## src/rtl/count_sched_if.sv

```systemverilog
// Bundle between requesters, the scheduler and the shared 4-bit counter.
//
// Handshake: a requester raises req[i] with len[i] stable and holds req
// until it sees done[i]. gnt[i] marks ownership of the counter from the
// cycle after acceptance through the done cycle. done[i] is a single-cycle
// acknowledgment, and err[i] may pulse only in that same cycle. The
// cnt_clear/cnt_start/cnt_stop strobes are one-cycle commands with no
// back-pressure. cnt_value is sampled every cycle.
interface count_sched_if #(
  parameter int N_REQ = 4,
  parameter int CW    = 4
);
  logic [N_REQ-1:0]    req;
  logic [N_REQ*CW-1:0] len;
  logic [N_REQ-1:0]    gnt;
  logic [N_REQ-1:0]    done;
  logic [N_REQ-1:0]    err;
  logic                busy;
  logic                cnt_clear;
  logic                cnt_start;
  logic                cnt_stop;
  logic [CW-1:0]       cnt_value;

  // Scheduler side
  modport master (
    input  req, len, cnt_value,
    output gnt, done, err, busy, cnt_clear, cnt_start, cnt_stop
  );

  // Requester and counter side
  modport slave (
    output req, len, cnt_value,
    input  gnt, done, err, busy, cnt_clear, cnt_start, cnt_stop
  );
endinterface

```

## src/rtl/count_sched.sv

```systemverilog
// Round-robin scheduler that shares one start/stop counter among N_REQ
// requesters. It owns the counter's control strobes and sequences each run
// in this order: clear, start, wait for target or timeout, stop, done.
module count_sched #(
  parameter int N_REQ   = 4,
  parameter int CW      = 4,
  parameter int TIMEOUT = 32
) (
  input  logic                clk,
  input  logic                reset,
  count_sched_if.master       sched_if,
  output logic [2:0]          state_dbg_o
);

  localparam int IW = (N_REQ > 1) ? $clog2(N_REQ) : 1;
  localparam int TW = $clog2(TIMEOUT);

  typedef enum logic [2:0] {
    S_IDLE  = 3'd0,
    S_CLEAR = 3'd1,
    S_START = 3'd2,
    S_RUN   = 3'd3,
    S_STOP  = 3'd4,
    S_DONE  = 3'd5
  } state_e;

  state_e            state_q;
  logic [IW-1:0]     rr_ptr_q;
  logic [CW-1:0]     target_q;
  logic [TW-1:0]     timer_q;
  logic              err_flag_q;
  logic [N_REQ-1:0]  gnt_q;
  logic [N_REQ-1:0]  done_q;
  logic [N_REQ-1:0]  err_q;
  logic              busy_q;
  logic              clr_q;
  logic              start_q;
  logic              stop_q;

  logic              win_vld_d;
  logic [IW-1:0]     win_idx_d;
  logic [IW-1:0]     idx_v;
  logic [IW-1:0]     rr_ptr_d;
  logic [CW-1:0]     len_sel_d;
  logic [N_REQ-1:0]  gnt_d;

  // Pick the first requester at or above rr_ptr, wrapping; scanning downward
  // lets the lowest offset overwrite the others.
  always_comb begin
    win_vld_d = 1'b0;
    win_idx_d = '0;
    idx_v     = '0;
    for (int k = N_REQ - 1; k >= 0; k--) begin
      idx_v = IW'((int'(rr_ptr_q) + k) % N_REQ);
      if (sched_if.req[idx_v]) begin
        win_vld_d = 1'b1;
        win_idx_d = idx_v;
      end
    end
  end

  // Extract the winner's run length from the packed len bus.
  always_comb begin
    len_sel_d = '0;
    for (int i = 0; i < N_REQ; i++) begin
      if (win_idx_d == IW'(i)) len_sel_d = sched_if.len[i*CW +: CW];
    end
  end

  assign rr_ptr_d = (int'(win_idx_d) == N_REQ - 1) ? '0 : win_idx_d + IW'(1);
  assign gnt_d    = N_REQ'(1) << win_idx_d;

  // Sequencing FSM; every output is a register updated on entry to a state.
  always_ff @(posedge clk) begin
    if (!reset) begin
      state_q    <= S_IDLE;
      rr_ptr_q   <= '0;
      target_q   <= '0;
      timer_q    <= '0;
      err_flag_q <= 1'b0;
      gnt_q      <= '0;
      done_q     <= '0;
      err_q      <= '0;
      busy_q     <= 1'b0;
      clr_q      <= 1'b0;
      start_q    <= 1'b0;
      stop_q     <= 1'b0;
    end else begin
      done_q  <= '0;
      err_q   <= '0;
      clr_q   <= 1'b0;
      start_q <= 1'b0;
      stop_q  <= 1'b0;
      case (state_q)
        S_IDLE: begin
          if (win_vld_d) begin
            state_q  <= S_CLEAR;
            gnt_q    <= gnt_d;
            target_q <= len_sel_d;
            rr_ptr_q <= rr_ptr_d;
            clr_q    <= 1'b1;
            busy_q   <= 1'b1;
          end
        end
        S_CLEAR: begin
          // A zero-length run never touches start/stop.
          if (target_q == '0) begin
            state_q    <= S_DONE;
            err_flag_q <= 1'b0;
            done_q     <= gnt_q;
          end else begin
            state_q <= S_START;
            start_q <= 1'b1;
          end
        end
        S_START: begin
          timer_q <= '0;
          state_q <= S_RUN;
        end
        S_RUN: begin
          // Value match wins over timeout when both land on the same cycle.
          if (sched_if.cnt_value == target_q) begin
            state_q    <= S_STOP;
            stop_q     <= 1'b1;
            err_flag_q <= 1'b0;
          end else if (timer_q == TW'(TIMEOUT - 1)) begin
            state_q    <= S_STOP;
            stop_q     <= 1'b1;
            err_flag_q <= 1'b1;
          end else begin
            timer_q <= timer_q + TW'(1);
          end
        end
        S_STOP: begin
          state_q <= S_DONE;
          done_q  <= gnt_q;
          err_q   <= err_flag_q ? gnt_q : '0;
        end
        S_DONE: begin
          state_q <= S_IDLE;
          gnt_q   <= '0;
          busy_q  <= 1'b0;
        end
        default: begin
          state_q <= S_IDLE;
          gnt_q   <= '0;
          busy_q  <= 1'b0;
        end
      endcase
    end
  end

  assign sched_if.gnt       = gnt_q;
  assign sched_if.done      = done_q;
  assign sched_if.err       = err_q;
  assign sched_if.busy      = busy_q;
  assign sched_if.cnt_clear = clr_q;
  assign sched_if.cnt_start = start_q;
  assign sched_if.cnt_stop  = stop_q;
  assign state_dbg_o        = state_q;

endmodule
```

## src/flat_wrapper.sv

```systemverilog
// flat-port wrapper written by rule: the top's interface ports become plain ports
module count_sched_flat 
#(
  parameter int N_REQ   = 4,
  parameter int CW      = 4,
  parameter int TIMEOUT = 32
)
  (clk, reset, state_dbg_o, sched_if_req, sched_if_len, sched_if_cnt_value, sched_if_gnt, sched_if_done, sched_if_err, sched_if_busy, sched_if_cnt_clear, sched_if_cnt_start, sched_if_cnt_stop);
  count_sched_if #(.N_REQ(N_REQ), .CW(CW)) sched_if_i ();
  input  logic clk;
  input  logic reset;
  output logic [2:0] state_dbg_o;
  input wire logic [$bits(sched_if_i.req)-1:0] sched_if_req;
  input wire logic [$bits(sched_if_i.len)-1:0] sched_if_len;
  input wire logic [$bits(sched_if_i.cnt_value)-1:0] sched_if_cnt_value;
  output wire logic [$bits(sched_if_i.gnt)-1:0] sched_if_gnt;
  output wire logic [$bits(sched_if_i.done)-1:0] sched_if_done;
  output wire logic [$bits(sched_if_i.err)-1:0] sched_if_err;
  output wire logic [$bits(sched_if_i.busy)-1:0] sched_if_busy;
  output wire logic [$bits(sched_if_i.cnt_clear)-1:0] sched_if_cnt_clear;
  output wire logic [$bits(sched_if_i.cnt_start)-1:0] sched_if_cnt_start;
  output wire logic [$bits(sched_if_i.cnt_stop)-1:0] sched_if_cnt_stop;
  assign sched_if_i.req = sched_if_req;
  assign sched_if_i.len = sched_if_len;
  assign sched_if_i.cnt_value = sched_if_cnt_value;
  assign sched_if_gnt = sched_if_i.gnt;
  assign sched_if_done = sched_if_i.done;
  assign sched_if_err = sched_if_i.err;
  assign sched_if_busy = sched_if_i.busy;
  assign sched_if_cnt_clear = sched_if_i.cnt_clear;
  assign sched_if_cnt_start = sched_if_i.cnt_start;
  assign sched_if_cnt_stop = sched_if_i.cnt_stop;
  count_sched #(.N_REQ(N_REQ), .CW(CW), .TIMEOUT(TIMEOUT)) u_core (.clk(clk), .reset(reset), .sched_if(sched_if_i), .state_dbg_o(state_dbg_o));
endmodule
```

## config.mk

```make
export PLATFORM = sky130hd
export DESIGN_NAME = count_sched_flat
export DESIGN_NICKNAME = d
export VERILOG_FILES = /design/src/rtl/count_sched_if.sv /design/src/rtl/count_sched.sv /design/src/flat_wrapper.sv
export SDC_FILE = /design/constraint.sdc
export NUM_CORES = 1
export LEC_CHECK = 0
export ABC_AREA = 1
export CAP_MARGIN = 20
export CORE_MARGIN = 4
export CORE_UTILIZATION = 29
export DETAILED_ROUTE_END_ITERATION = 8
export DONT_BUFFER_PORTS = 1
export SLEW_MARGIN = 20
export SYNTH_ARGS = -nofsm -noshare
export SYNTH_HDL_FRONTEND = slang
export SYNTH_SLANG_ARGS = --single-unit
```

## constraint.sdc

```tcl
create_clock -name clk -period 2.9 [get_ports clk]
set_input_delay 0.435 -clock clk [delete_from_list [all_inputs] [get_ports clk]]
set_output_delay 0.435 -clock clk [all_outputs]
set_load 0.05 [all_outputs]
```

==> impl_results.md <==
- Main combinational cell family by area after synthesis: simple AND/OR/NAND/NOR gates
- Total track usage: 11.40%
- Multi-input gate area: 0.001055 mm2
- Cts hold-fix bufs: 0
- Synth cell types: 28
- Yosys Warn Count: 0
- RSZ-0062 raised after global routing: no
- DP Wirelength: between 3 and 4 mm
- Post-synthesis share of cell area spent on xor and xnor gates: 1.930%
- Most frequent CP cell: nand2_1
- Internal power: approximately 1.3 mW
- Placed insts: ~330
- DR WL/cell: approximately 12 um
- Syn Area/Cell: around 7.0 um2
- Diode count: 0
- Ports: 45
- Max-cap violations: 0
- Post-CTS resize count: 0
- Synth Area in Simple Gates: between 40% and 50%
- Post-Place Setup Slack: 0.4570 ns
- Setup Crit Path Kind: flop to flop
- Vias in the first global route: roughly 1500
- Avg Vias per Cell: 4.600
- H-tree depth: 2
- Filler Cell Count: roughly 660
- CTS Buf Count: 5
- Multiplexer area fraction after synthesis: 0%
- Crit path largest cell delay: 0.59 ns
- Mapped Nets: ~290
- Final Power: approximately 2.7 mW
- CP delay by family, top: simple AND/OR/NAND/NOR gates
- Setup bufs post-CTS: 0
- Drc violations: 0
- CTS max path bufs: 2
- Total global routing overflow: 0
- Worst Skew: between 0.01 and 0.015 ns
- Switch Pwr: ~1.4 mW
- TritonCTS Sinks: 31
- Setup crit end kind: flop
- Worst Path Required: a little over 3 ns
- Starting Density: a little under a third
- Comb pwr share: 53.7%
- Share of layout cells above drive strength 1: between 10% and 20%
- Adder and majority cell fraction of the synthesized area: slightly above 4%
- Leakage: ~0.93 nW
- Compound-Gate Fraction of Synth Area: under 10%
- CP max FO: 10
- Remaining antenna violation count: 0
- Sequential Power Share: between 30% and 40%
- Vias: 1564
- Reg area: around 620 um2
- Critical path cell sequence: nand2_1, o21ai_2, nand2_2, nand2_2, inv_1, a31oi_1, inv_1, ha_1, inv_1, nand3_1, nand2_1, o21ai_0, nand2_1, o21ai_0, nand3_1, nand2_1, nor2_1
- Core region area: between 0.005 and 0.006 mm2
- Worst-Skew Late Latency: 0.28 ns
- Syn Inst Count: 259
- Slew headroom: roughly 60%
- Final min period: about 2.5 ns
- Initial DRC Count: 51
- Global-route wire length before repair: around 6.9 mm
- Final hold viol count: 0
- Setup_tns: 0 ns
- Die height: a little under 90 um
- Seq/Total Area, Yosys: 34.18%
- Critical path startpoint category: flop
- Post-synthesis cell area: 0.001815 mm2
- IO buf count: 0
- Worst min path class: primary input to flop
- Status: complete, no violations
- Die area: 0.007590 mm2
- # setup viols final: 0
- Sw frac: roughly 53%
- Pre-antenna DRT Iters: 4
- Root Driver: clkbuf_8
- PD cells: 1331 mW/mm2
- #FFs+latches synth: 31
- Reg clk slew, reported paths: about 0.070 ns
- Final setup margin: about 0.44 ns
- Row Count: 28
- Slew @ Worst Pin: around 0.61 ns
- Die width: just under 90 um
- Final std cells w/o fill: 340
- Buffers and inverters on the worst path: 3
- Nets: 296
- Wirelength, routed: 4.097 mm
- Max IR drop VDD: 689.9 uV
- Routability cong.: 0.8071
- Crit share post-route: between 80% and 90%
- WP data arrival: around 2.7 ns
- Largest net degree at the start of global routing: 20
- Fmax achieved: approximately 400 MHz
- Clk network pwr share: approximately 14%
- Crit path max-delay cell type: dfxtp_1
- CTS tree: yes
- Synth-to-Final Area Change: 10.34%
- Max-slew violation count: 0
- Initial antenna violation count: 0
## layout by cell type (no fill, tap or decap), drive strengths merged
cell type / n
a21oi: 11
a31oi: 2
buf: 2
clkbuf: 7
clkinvlp: 1
dfxtp: 31
ha: 6
inv: 28
nand2: 80
nand3: 27
nand3b: 1
nand4: 7
nor2: 41
nor3: 1
nor3b: 1
nor4: 3
o21ai: 12
xor2: 4
## area by class of cell
class                   instances  share of cell area, %
clock buffers                   7                  4.809
clock inverters                 1                 0.3748
inverters                      28                  5.746
multi-input cells             196                  52.65
flip-flops and latches         31                  30.98
well taps                      75                  4.685
repair buffers                  2                 0.7495
## registers in the layout, summed over array words and instances (netlist names)
register / count
u_core.timer_q: 5
u_core.sched_if.done: 4
u_core.sched_if.err: 4
u_core.sched_if.gnt: 4
u_core.target_q: 4
u_core.state_dbg_o: 3
u_core.rr_ptr_q: 2
u_core.err_flag_q: 1
u_core.sched_if.busy: 1
u_core.sched_if.cnt_clear: 1
u_core.sched_if.cnt_start: 1
u_core.sched_if.cnt_stop: 1
## power groups by stage
stage                     sequential [mW]  combinational, mW  clock (mW)
after floorplan                     0.855               1.18           0
after global placement              0.865               1.43           0
after detailed placement            0.870               1.43           0
after CTS                           0.860               1.44       0.395
after global routing                0.878               1.65       0.414
final                               0.857               1.43       0.377
## worst register-to-register path, stage by stage, from the launching register on
cell	delay, ns
dfxtp_1	0.59
nand2_1	0.12
o21ai_2	0.11
nand2_2	0.08
nand2_2	0.09
inv_1	0.05
a31oi_1	0.24
inv_1	0.11
ha_1	0.29
inv_1	0.13
nand3_1	0.08
nand2_1	0.08
o21ai_0	0.08
nand2_1	0.06
o21ai_0	0.08
nand3_1	0.08
nand2_1	0.05
nor2_1	0.08
## layer usage
metal  track usage (%)  part of all wire, %  wire (um)
met1             15.49                   50       2043
met2             17.74                   44       1805
met3             2.649                  5.1        210
met4             3.766                 0.93         38
met5                 0                    0          0
## worst paths after layout
path / startpoint / end / slack (ns) / depth (start not counted)
worst max-delay path: u_core.rr_ptr_q[0]$_SDFFE_PN0P_ / u_core.target_q[1]$_SDFFE_PN0P_ / 0.44 / 17
worst min-delay path: reset / u_core.target_q[3]$_SDFFE_PN0P_ / 0.27 / 2
worst max register to register: u_core.rr_ptr_q[0]$_SDFFE_PN0P_ / u_core.target_q[1]$_SDFFE_PN0P_ / 0.44 / 17
worst min register to register: u_core.err_flag_q$_SDFFE_PN0P_ / u_core.sched_if.err[3]$_SDFF_PN0_ / 0.47 / 2
## cells in the mapped netlist
| cell | instances | area [um2] |
|---|---|---|
| a21oi_1 | 11 | 55.05 |
| a31oi_1 | 2 | 12.51 |
| buf_2 | 2 | 10.01 |
| buf_6 | 1 | 11.26 |
| clkbuf_1 | 1 | 3.750 |
| dfxtp_1 | 31 | 620.6 |
| ha_1 | 6 | 75.07 |
| inv_1 | 25 | 93.84 |
| inv_2 | 1 | 3.750 |
| inv_6 | 2 | 17.52 |
| nand2_1 | 64 | 240.2 |
| nand2_2 | 11 | 68.82 |
| nand2_4 | 4 | 45.04 |
| nand2_8 | 1 | 20.02 |
| nand3_1 | 25 | 125.1 |
| nand3_2 | 2 | 20.02 |
| nand3b_1 | 1 | 7.510 |
| nand4_1 | 7 | 43.79 |
| nor2_1 | 35 | 131.4 |
| nor2_2 | 1 | 6.260 |
| nor2_4 | 3 | 33.78 |
| nor2_8 | 2 | 40.04 |
| nor3_1 | 1 | 5.000 |
| nor3b_1 | 1 | 7.510 |
| nor4_1 | 3 | 18.77 |
| o21ai_0 | 11 | 55.05 |
| o21ai_2 | 1 | 8.760 |
| xor2_1 | 4 | 35.03 |
## metrics by stage
step	util [%]	hold slack (ns)	area (um2)
4_1_cts	33.44	0.2572	2003
3_5_place_dp	31.70	0.4613	1899
6_report	33.44	0.2739	2003
2_1_floorplan	-	0.4351	1815
3_3_place_gp	31.70	0.4556	1899
5_1_grt	33.44	0.2668	2003
## cells by family (layout without fill, tap and decap cells)
group	count (synthesis)	after routing
compound gates	25	25
flops	31	31
buf+inv	32	38
fa+ha+maj	6	6
xor+xnor	4	4
simple gates	161	161
Power figures use the tool's default switching activity.
